===== src/rtl/uart_tx_port_pkg.sv =====
// Shared types for the UART transmit port: FSM state encoding and status bit positions.
// The PARITY state exists only when UART_TX_PARITY_EN is defined.
package uart_tx_port_pkg;

  typedef enum logic [2:0] {
    ST_IDLE   = 3'd0,
    ST_START  = 3'd1,
    ST_DATA   = 3'd2,
`ifdef UART_TX_PARITY_EN
    ST_PARITY = 3'd3,
`endif
    ST_STOP   = 3'd4
  } tx_state_e;

  localparam int unsigned HOLD_FULL_BIT = 0;
  localparam int unsigned BUSY_BIT      = 1;
  localparam int unsigned OVERRUN_BIT   = 2;

endpackage


===== src/rtl/uart_baud_cnt.sv =====
// Loadable down-counter timing one serial bit; tc_o is high while the count sits at zero.
module uart_baud_cnt #(
  parameter int unsigned WIDTH = 16
) (
  input  logic             clk,
  input  logic             reset,
  input  logic             load_i,
  input  logic [WIDTH-1:0] load_val_i,
  output logic             tc_o
);

  logic [WIDTH-1:0] cnt_q, cnt_d;

  always_comb begin
    cnt_d = cnt_q;
    if (load_i) begin
      cnt_d = load_val_i;
    end else if (cnt_q != '0) begin
      cnt_d = cnt_q - 1'b1;
    end
  end

  always_ff @(posedge clk) begin
    if (reset) begin
      cnt_q <= '0;
    end else begin
      cnt_q <= cnt_d;
    end
  end

  assign tc_o = (cnt_q == '0);

endmodule


===== src/rtl/uart_tx_port.sv =====
// Memory-mapped UART transmitter: one holding register, one shifter, status register.
// Define UART_TX_PARITY_EN to add an even-parity bit (11-bit frame instead of 10).
module uart_tx_port
  import uart_tx_port_pkg::*;
#(
  parameter logic [31:0] ADDR         = 32'h0000_0000,
  parameter logic [31:0] STAT_ADDR    = 32'h0000_0004,
  parameter int unsigned CLKS_PER_BIT = 104
) (
  input  logic        clk,
  input  logic        reset,
  input  logic [31:0] addr,
  input  logic [7:0]  wdata,
  input  logic        wen,
  output logic [7:0]  rdata,
  output logic        txd
);

  localparam logic [15:0] BIT_RELOAD = 16'(CLKS_PER_BIT - 1);

  tx_state_e   state_q;
  logic [7:0]  hold_q;
  logic        hold_full_q;
  logic        overrun_q;
  logic [7:0]  shift_q;
  logic [2:0]  bit_idx_q;
  logic        txd_q;

  logic        baud_tc;
  logic        baud_load;
  logic        wr_data;
  logic        wr_stat;
  logic        transfer;
  logic        accept;
  logic [7:0]  status;

  assign wr_data = wen && (addr == ADDR);
  assign wr_stat = wen && (addr == STAT_ADDR);

  // The holding byte leaves either from idle or at the end of a stop bit (back-to-back frames).
  assign transfer = hold_full_q &&
                    ((state_q == ST_IDLE) || ((state_q == ST_STOP) && baud_tc));
  assign accept   = wr_data && (!hold_full_q || transfer);

  assign baud_load = (state_q == ST_IDLE) ? hold_full_q : baud_tc;

  uart_baud_cnt #(
    .WIDTH (16)
  ) u_baud_cnt (
    .clk        (clk),
    .reset      (reset),
    .load_i     (baud_load),
    .load_val_i (BIT_RELOAD),
    .tc_o       (baud_tc)
  );

  always_ff @(posedge clk) begin
    if (reset) begin
      hold_q      <= '0;
      hold_full_q <= 1'b0;
      overrun_q   <= 1'b0;
    end else begin
      if (accept) begin
        hold_q      <= wdata;
        hold_full_q <= 1'b1;
      end else if (transfer) begin
        hold_full_q <= 1'b0;
      end
      if (wr_stat) begin
        overrun_q <= 1'b0;
      end else if (wr_data && !accept) begin
        overrun_q <= 1'b1;
      end
    end
  end

  always_ff @(posedge clk) begin
    if (reset) begin
      state_q   <= ST_IDLE;
      shift_q   <= '0;
      bit_idx_q <= '0;
      txd_q     <= 1'b1;
    end else begin
      case (state_q)
        ST_IDLE: begin
          txd_q <= 1'b1;
          if (hold_full_q) begin
            shift_q <= hold_q;
            state_q <= ST_START;
            txd_q   <= 1'b0;
          end
        end
        ST_START: begin
          if (baud_tc) begin
            state_q   <= ST_DATA;
            bit_idx_q <= '0;
            txd_q     <= shift_q[0];
          end
        end
        ST_DATA: begin
          if (baud_tc) begin
            if (bit_idx_q == 3'd7) begin
              bit_idx_q <= '0;
`ifdef UART_TX_PARITY_EN
              state_q   <= ST_PARITY;
              txd_q     <= ^shift_q;
`else
              state_q   <= ST_STOP;
              txd_q     <= 1'b1;
`endif
            end else begin
              bit_idx_q <= bit_idx_q + 3'd1;
              txd_q     <= shift_q[bit_idx_q + 3'd1];
            end
          end
        end
`ifdef UART_TX_PARITY_EN
        ST_PARITY: begin
          if (baud_tc) begin
            state_q <= ST_STOP;
            txd_q   <= 1'b1;
          end
        end
`endif
        ST_STOP: begin
          if (baud_tc) begin
            if (hold_full_q) begin
              shift_q <= hold_q;
              state_q <= ST_START;
              txd_q   <= 1'b0;
            end else begin
              state_q <= ST_IDLE;
              txd_q   <= 1'b1;
            end
          end
        end
        default: begin
          state_q <= ST_IDLE;
          txd_q   <= 1'b1;
        end
      endcase
    end
  end

  always_comb begin
    status                = '0;
    status[HOLD_FULL_BIT] = hold_full_q;
    status[BUSY_BIT]      = (state_q != ST_IDLE);
    status[OVERRUN_BIT]   = overrun_q;
    rdata = (addr == STAT_ADDR) ? status : 8'h00;
  end

  assign txd = txd_q;

endmodule


===== config.mk =====
export PLATFORM = sky130hd
export DESIGN_NAME = uart_tx_port
export DESIGN_NICKNAME = d
export VERILOG_FILES = /design/src/rtl/uart_tx_port_pkg.sv /design/src/rtl/uart_baud_cnt.sv /design/src/rtl/uart_tx_port.sv
export SDC_FILE = /design/constraint.sdc
export NUM_CORES = 1
export LEC_CHECK = 0
export CAP_MARGIN = 10
export CELL_PAD_IN_SITES_DETAIL_PLACEMENT = 1
export CELL_PAD_IN_SITES_GLOBAL_PLACEMENT = 2
export CORE_ASPECT_RATIO = 0.8
export CORE_MARGIN = 5
export CORE_UTILIZATION = 29
export CTS_CLUSTER_SIZE = 28
export DETAILED_ROUTE_END_ITERATION = 10
export PLACE_DENSITY = 0.76
export SLEW_MARGIN = 25
export SYNTH_ARGS = -nofsm -noshare
export SYNTH_HDL_FRONTEND = slang
export SYNTH_SLANG_ARGS = --single-unit

===== constraint.sdc =====
create_clock -name clk -period 2.4 [get_ports clk]
set_clock_uncertainty 0.2 [all_clocks]
set_input_delay 0.6 -clock clk [delete_from_list [all_inputs] [get_ports clk]]
set_output_delay 0.6 -clock clk [all_outputs]
set_load 0.005 [all_outputs]

### After elaboration in Yosys (flattened, before gate mapping)

Cells that the tools add are included.

* register bits: 41
* input port bits: 43
* output and inout bits: 9
* word-level logic and storage cells: 75

* add/sub/neg operators: 2
* $lt $le $gt $ge: 1
* equality and inequality tests: 10
* multiplexer cells: 28
* reductions and logical operators: 25

Operators with widths (number)
* == test 32 x 3 -> 1 bit (second input constant): 1
* zero test 32 bit: 1
* two-way mux 3 bit: 9
* zero test 16 bit: 1
* two-way mux 8 bit: 2
* case mux 8 bit (2 select lines): 1
* nonzero test 16 bit: 1
* subtractor 16 x 1 -> 16 bit (second input constant): 1
* two-way mux 7 bit: 2
* case mux 3 bit (4 select lines): 1
* two-way mux 1 bit: 10
* != test 2 bit (second input constant): 5
* nonzero test 2 bit: 4
* == test 3 bit (second input constant): 2
* logical AND 1 bit: 6
* case mux 3 bit (2 select lines): 1
* AND reduction 3 bit: 2
* AND reduction 5 bit: 1
* less-than comparator 3 x 4 -> 1 bit (second input constant): 1
* case mux 1 bit (4 select lines): 1
* OR reduction 2 bit: 2
* adder 3 x 1 -> 3 bit (second input constant): 1
* binary-select mux 1 bit (select 3 bit): 1
* == test 3 x 1 -> 1 bit (second input constant): 1
* other kinds (6): 8

### Logic depth before layout (Yosys ltp)

Gate-level depths: netlist of the first run.

* depth in word-level cells: 8
* depth in mapped cells: 9
* mapped depth without buffers: 7

### By module

From an unflattened synthesis of the first run, not the netlist that was laid out.

* cells, all modules: 265
* area total of the unflattened synthesis: 2302.2 um2

By module, submodules not included
* uart_tx_port: instances 1, cells each 149, area an instance 1337.5 um2, sequential area each 500.5 um2
* uart_baud_cnt: instances 1, cells each 116, area an instance 964.7 um2, sequential area each 320.3 um2

### Least setup slack after synthesis of the first run

No wires, ideal clock.

* kind: input to output
* start point: in addr[13]
* end point: out rdata[1]
* data arrival time: 1425 ps
* data required time: 1600 ps
* path slack: 175 ps
* stages: 5
* buffers on the path: 0
* cell sequence: nor4_1 > nand4_1 > nor2_1 > nand2_1 > nor2_1

* cells in the longest elaborated chain, start to end: 2

RTL lines
* start, declared: line uart_tx_port.sv:12 `input logic [31:0] addr,`
* == test 32 x 3 -> 1 bit: line uart_tx_port.sv:150 `rdata = (addr == STAT_ADDR) ? status : 8'h00;`
* two-way mux 3 bit: line uart_tx_port.sv:150
* end, declared: line uart_tx_port.sv:15 `output logic [7:0] rdata,`

Every way passes these cells.

### Final worst setup path of the first run

* start point: in addr[11]
* end point: out rdata[1]

The elaborated chain is that of the path after synthesis.

==> results of run 1 <==
-- metrics by stage --
step           setup slack (ps)  power, µW  instance area (µm²)  utilization (%)
2_1_floorplan               175       1760                 2150                -
3_3_place_gp               -745       2060                 2810             38.6
3_5_place_dp               -779       2090                 2810             38.6
4_1_cts                   -72.2       2540                 2970             40.7
5_1_grt                    -269       2740                 3060             42.0
6_report                   -145       2540                 3060             42.0
-- worst max path at each step --
stage               slack [ps]  endpoint
CTS                        -70  rdata[0]
finish                    -140  rdata[1]
floorplan                  170  rdata[1]
global route              -270  rdata[1]
detailed placement        -780  rdata[1]
global placement          -740  rdata[1]
-- metal layers --
metal | routed length (µm) | vias to the layer above | part of all wire (%)
li1 | - | 1042 | -
met1 | 3200 | 984 | 52
met2 | 2610 | 51 | 43
met3 | 289 | 2 | 4.7
met4 | 35 | 0 | 0.57
met5 | 0 | - | 0
-- cell type report --
type,count,area share [%]
Tap cell,90,3.68
Sequential cell,41,26.8
Timing Repair Buffer,82,22.1
Inverter,7,0.858
Clock buffer,8,2.62
Multi-Input combinational cell,189,43.9
-- what timing repair did --
item	CTS	global route
pin swaps	16	6
gates cloned	0	0
gates resized for setup	127	15
setup buffers	14	1
hold buffers	0	0
endpoints found under the setup margin	12	9
-- where the power goes --
| group | internal [µW] | switching [µW] | total, µW | leakage [µW] |
|---|---|---|---|---|
| Sequential | 806 | 146 | 952 | 0.000333 |
| Clock | 207 | 235 | 443 | 0.0000395 |
| Combinational | 559 | 591 | 1150 | 0.000845 |
| Total | 1570 | 973 | 2540 | 0.00122 |
-- worst max-delay path, stage by stage --
cell and delay (ps):
buf_6 100, nor4_4 250, nand4_1 190, nor2_2 210
buf_4 150, nand2_4 60, nor2_4 90, buf_2 110
-- sequential cells by signal, summed over array words and instances (netlist names) --
signal            flops
u_baud_cnt.cnt_q     16
hold_q                8
shift_q               8
bit_idx_q             3
state_q               3
hold_full_q           1
overrun_q             1
txd                   1
-- Yosys cell counts (all sizes together) (3+ instances only) --
cell    instances
nand2          16
nor2           32
a21o            3
mux2i           9
nand2b          4
xor2            8
nor3            9
o21ai          14
ha              3
inv             7
buf            11
nor4           13
a21oi          22
xnor2           5
nand4           4
nand3          13
dfxtp          41
clkbuf          7
or3             4
-- logic make-up after synthesis --
| family | synth area share (%) |
|---|---|
| buf+inv | 5.75 |
| xor+xnor | 5.34 |
| simple gates | 27.7 |
| other cells | 0.176 |
| fa+ha+maj | 1.76 |
| mux | 6.87 |
| flops | 38.5 |
| compound gates | 13.9 |
==> metrics.md, run 1 <==
| Metric | Value |
|---|---|
| Die H | `86.7 µm` |
| Nets@finish | `372` |
| Cells on worst reg2reg path | `6` |
| Initial antenna violation count | `0` |
| Most frequent cells in the layout | `dfxtp_1, buf_4, nor2_1` |
| Synth Warn # | `0` |
| Hold slack | `278 ps` |
| Clock buffer depth | `2` |
| Post-synthesis cell count | `roughly 250` |
| Worst Slack Setup Final | `-145 ps` |
| Setup CP Type | `in2out` |
| Largest net degree at the start of global routing | `20` |
| Num CTS Buffers | `5` |
| H-tree depth | `2` |
| Static leakage | `0.00122 µW` |
| Cell Area, Synth | `2130 µm²` |
| Hold Path Depth | `2` |
| R2R Setup Slk | `170 ps` |
| Peak supply drop | `0.319 mV` |
| R2R Path End | `bit_idx_q[1]` |
| Cell count after placement | `398` |
| Crit path capture type | `output port` |
| Fillers | `877` |
| Fin. max-slew vios | `0` |
| Die X | `106 µm` |
| Overall routed net length | `6140 µm` |
| Fin crit period | `2540 ps` |
| Share of layout cells above drive strength 1 | `between 20% and 30%` |
| First-pass GRT wire length | `10400 µm` |
| Setup TNS | `-476 ps` |
| Die area | `9180 µm²` |
| DRC | `0` |
| DRT Pass-1 Iters | `4` |
| 1st-iter DRT viols | `70` |
| Synth top area cells | `dfxtp_1, nor2_1, a21oi_1` |
| CP Launch Point | `addr[11]` |
| Critical Path RT | `between 1500 and 2000 ps` |
| Worst r2r src | `u_baud_cnt.cnt_q[11]` |
| # diodes | `0` |
| Hold Path End | `bit_idx_q[1]` |
| Via density | `around 5` |
| CTS Sinks | `41` |
| Synth top area share | `roughly two fifths` |
| GR Overflow Total | `0` |
| Average size of a mapped cell | `8.49 µm²` |
| Top Usage Layer GRT | `met2` |
| Failing checks | `setup timing` |
| I/O pin total | `52` |
| Clk_lat worst skew | `290 ps` |
| Met3 Use GR | `3.20%` |
| Detailed-route via count | `roughly 2100` |
| Final setup viols | `4` |
| Outcome | `finished, violations left` |
| Area of the multi-input gates | `1350 µm²` |
| Period utilization | `106%` |
| Met2 Usage GRT | `between 20% and 30%` |
| Max-Cap Viols | `0` |
| Worst Max-Slew Pin Slew | `507 ps` |
| Clock-pin slew on the worst setup and hold paths | `~80 ps` |
| Startpoint types | `input port` |
| Sequential area share after synthesis | `between 30% and 40%` |
| Worst hold-check path type | `reg2reg` |
| RSZ-0062 raised after global routing | `yes` |
| DRT antenna net count | `0` |
| Synth area leader | `dfxtp_1` |
| RD Place Congestion | `0.732` |
| Root Buffer | `clkbuf_8` |
| EDFF count, synth | `0` |
| Number of synthesized register bits | `41` |
| CP Max Fanout | `3` |
| Initial Util | `roughly 29%` |
| Post-synthesis async set-or-reset flop share | `0%` |
| CORE AREA | `roughly 7300 µm²` |
| Layout area overhead | `43.6%` |
| Post-DP HPWL | `4490 µm` |
| Hold path start | `bit_idx_q[1]` |
| Most common cell after layout, fill and taps aside | `dfxtp_1` |
| All-Layer GR Usage | `around 14%` |
| WL per Instance | `14.7 µm` |
| Port buffer count | `46` |
| Row cnt | `28` |
| Fmax | `between 0.3 and 0.4 GHz` |
| Worst relative slew slack | `around 66%` |
| Met1 global-route usage | `between 15 and 20%` |
| Reg area | `821 µm²` |
| CTS tree | `done` |
| Vias in the first global route | `2183` |
| Final hold vios | `0` |
| PwrDens | `~830 nW/µm²` |
| CP arrival | `1740 ps` |
| Non-filler cells, final | `417` |
| Synth cell types | `47` |
| Main synth FF type | `dfxtp_1` |
Power figures use the tool's default switching activity.
==> run 2: changes to the inputs <==
--- a/config.mk
+++ b/config.mk
@@ -14,6 +14,7 @@
 export CTS_CLUSTER_SIZE = 28
 export DETAILED_ROUTE_END_ITERATION = 10
 export PLACE_DENSITY = 0.76
+export SKIP_CTS_REPAIR_TIMING = 1
 export SLEW_MARGIN = 25
 export SYNTH_ARGS = -nofsm -noshare
 export SYNTH_HDL_FRONTEND = slang
==> run 2 against run 1 <==
Effect of this change: the run still ends with setup timing left; total power down 0.48%; design area fell by 3.4%; first-iteration DRC count is 5.7% higher; clock power shrank 1%; setup slack better by 96 ps; non-clock buffer count down 10; utilization fell by 1.4 points; register-to-register slack hardly changed; hold slack barely moved; highest routed layer unchanged.
==> metrics.md, run 2 (synthesis gave the netlist of run 1 again) <==
| Metric | Value |
|---|---|
| Switching power | `961 µW` |
| Worst hold-check path type | `reg2reg` |
| Internal power | `~1600 µW` |
| Hold Path Depth | `2` |
| Nets@finish | `362` |
| Failing checks | `setup timing` |
| Cells on worst reg2reg path | `6` |
| WL per Instance | `14.7 µm` |
| Fin. max-slew vios | `0` |
| Area of the multi-input gates | `~1300 µm²` |
| Die H | `86.7 µm` |
| CORE AREA | `about 7300 µm²` |
| RD Place Congestion | `0.732` |
| Initial Util | `29.3%` |
| Met2 Usage GRT | `19.6%` |
| Met1 global-route usage | `18.1%` |
| Initial antenna violation count | `0` |
| Worst Slack Setup Final | `-48.6 ps` |
| Static leakage | `0.00126 µW` |
| Pre-CTS WS | `-779 ps` |
| Clock-pin slew on the worst setup and hold paths | `80 ps` |
| Clock buffer depth | `2` |
| Reg area | `around 820 µm²` |
| 1st-iter DRT viols | `74` |
| Most frequent cells in the layout | `dfxtp_1, nor2_1, buf_4` |
| Outcome | `finished, violations left` |
| Sw Ratio | `38.0%` |
| Worst relative slew slack | `around two thirds` |
| First-pass GRT wire length | `9730 µm` |
| Root Buffer | `clkbuf_8` |
| DRT antenna net count | `0` |
| Critical Path RT | `1600 ps` |
| Overall routed net length | `5980 µm` |
| Hold path start | `bit_idx_q[1]` |
| Row cnt | `28` |
| Biggest register | `u_baud_cnt.cnt_q` |
| Largest net degree at the start of global routing | `20` |
| All-Layer GR Usage | `12.9%` |
| Worst r2r src | `u_baud_cnt.cnt_q[11]` |
| Max stage delay cell, worst path | `nor4_4` |
| CTS tree | `done` |
| Post-DP HPWL | `4490 µm` |
| Peak supply drop | `0.316 mV` |
| Crit path capture type | `output port` |
| Port buffer count | `46` |
| Biggest regs | `u_baud_cnt.cnt_q (16), hold_q (8), shift_q (8)` |
| Fmax | `~0.41 GHz` |
| Hold Path End | `bit_idx_q[1]` |
| DRC | `0` |
| # diodes | `0` |
| R2R Setup Slk | `180 ps` |
| Comb pwr share | `45.2%` |
| GR Overflow Total | `0` |
| Setup CP Type | `in2out` |
| Top Usage Layer GRT | `met2` |
| H-tree depth | `2` |
| Final hold vios | `0` |
| Max stage delay on crit path | `260 ps` |
| Max FFs per register | `16` |
| R2R Path End | `bit_idx_q[1]` |
| Fin crit period | `around 2400 ps` |
| Worst Max-Slew Pin Slew | `507 ps` |
| Max-Cap Viols | `0` |
| Most used cell along the critical path | `nor2_2` |
| Fillers | `874` |
| Hold slack | `278 ps` |
| Clk pwr share | `17.3%` |
| Non-filler cells, final | `407` |
| CP arrival | `1650 ps` |
| Share of layout cells above drive strength 1 | `23.7%` |
| CP Max Fanout | `3` |
| DRT Pass-1 Iters | `4` |
| Die X | `106 µm` |
| Via density | `5.03` |
| Critical-path cell list | `buf_6 > nor4_4 > nand4_1 > nor2_2 > nand2_2 > nor2_2 > clkbuf_2` |
| Cell count after placement | `398` |
| Clk_lat worst skew | `290 ps` |
| Setup TNS | `-103 ps` |
| Die area | `9180 µm²` |
| Sequential Power Share | `37.6%` |
| CTS Sinks | `41` |
| Detailed-route via count | `about 2000` |
| PwrDens | `856 nW/µm²` |
| RSZ-0062 raised after global routing | `yes` |
| Startpoint types | `input port` |
| Layout area overhead | `38.7%` |
| Final setup viols | `3` |
| Utilization after layout | `40.6%` |
| I/O pin total | `52` |
| Period utilization | `102%` |
| Vias in the first global route | `around 2100` |
| Met3 Use GR | `under 10%` |
| Num CTS Buffers | `5` |
| Most common cell after layout, fill and taps aside | `dfxtp_1` |
| CP Launch Point | `addr[27]` |
run 2: changes by cell type in the layout (fill, tap and decap cells not counted), sizes merged:
cell           previous run  this run
clkdlybuf4s15            10         0
buf                      60        32
dlymetal6s2s              0        14
clkbuf                    8        22
run 2: worst max path at each step:
stage                to  slack (ps)  cells past startpoint
4_1_cts        rdata[1]        -790                      7
5_1_grt        rdata[0]        -190                      7
6_report       rdata[0]         -50                      7
3_3_place_gp   rdata[1]        -740                      7
3_5_place_dp   rdata[1]        -780                      7
2_1_floorplan  rdata[1]         170                      5
run 2: final cells by class:
cell class                 instances  area share, %
tap                               90           3.81
inverter                           7          0.889
multi-input combinational        189           44.0
clock buffer                       8           2.71
timing repair buffer              72           20.8
sequential                        41           27.8
run 2: per-stage QoR:
step | power [µW] | instance area, µm²
floorplan | 1760 | 2150
global placement | 2060 | 2810
detailed placement | 2090 | 2810
CTS | 2540 | 2890
global route | 2730 | 2960
finish | 2530 | 2960
run 2: power by group through the flow:
stage	Sequential [µW]	Clock, µW	Combinational [µW]
3_5_place_dp	961	0	1130
5_1_grt	972	487	1270
6_report	951	437	1140
3_3_place_gp	960	0	1100
4_1_cts	947	462	1140
2_1_floorplan	943	0	812
run 2: metal layers:
layer / vias up / wire length [µm]
met2: 57 / 2520
met4: 0 / 35
li1: 1024 / -
met5: - / 0
met3: 2 / 333
met1: 963 / 3090
run 2: critical path: cells and delay by family:
| kind | cells | cell delay (ps) |
|---|---|---|
| AND/OR/NAND/NOR | 5 | 820 |
| buffers and inverters | 2 | 210 |
==> run 3: changes to the inputs <==
--- a/config.mk
+++ b/config.mk
@@ -15,7 +15,6 @@
 export DETAILED_ROUTE_END_ITERATION = 10
 export PLACE_DENSITY = 0.76
 export SKIP_CTS_REPAIR_TIMING = 1
-export SLEW_MARGIN = 25
 export SYNTH_ARGS = -nofsm -noshare
 export SYNTH_HDL_FRONTEND = slang
 export SYNTH_SLANG_ARGS = --single-unit
==> results of run 3 <==
No change in the layout: final DEF, timing and power equal those of run 2.
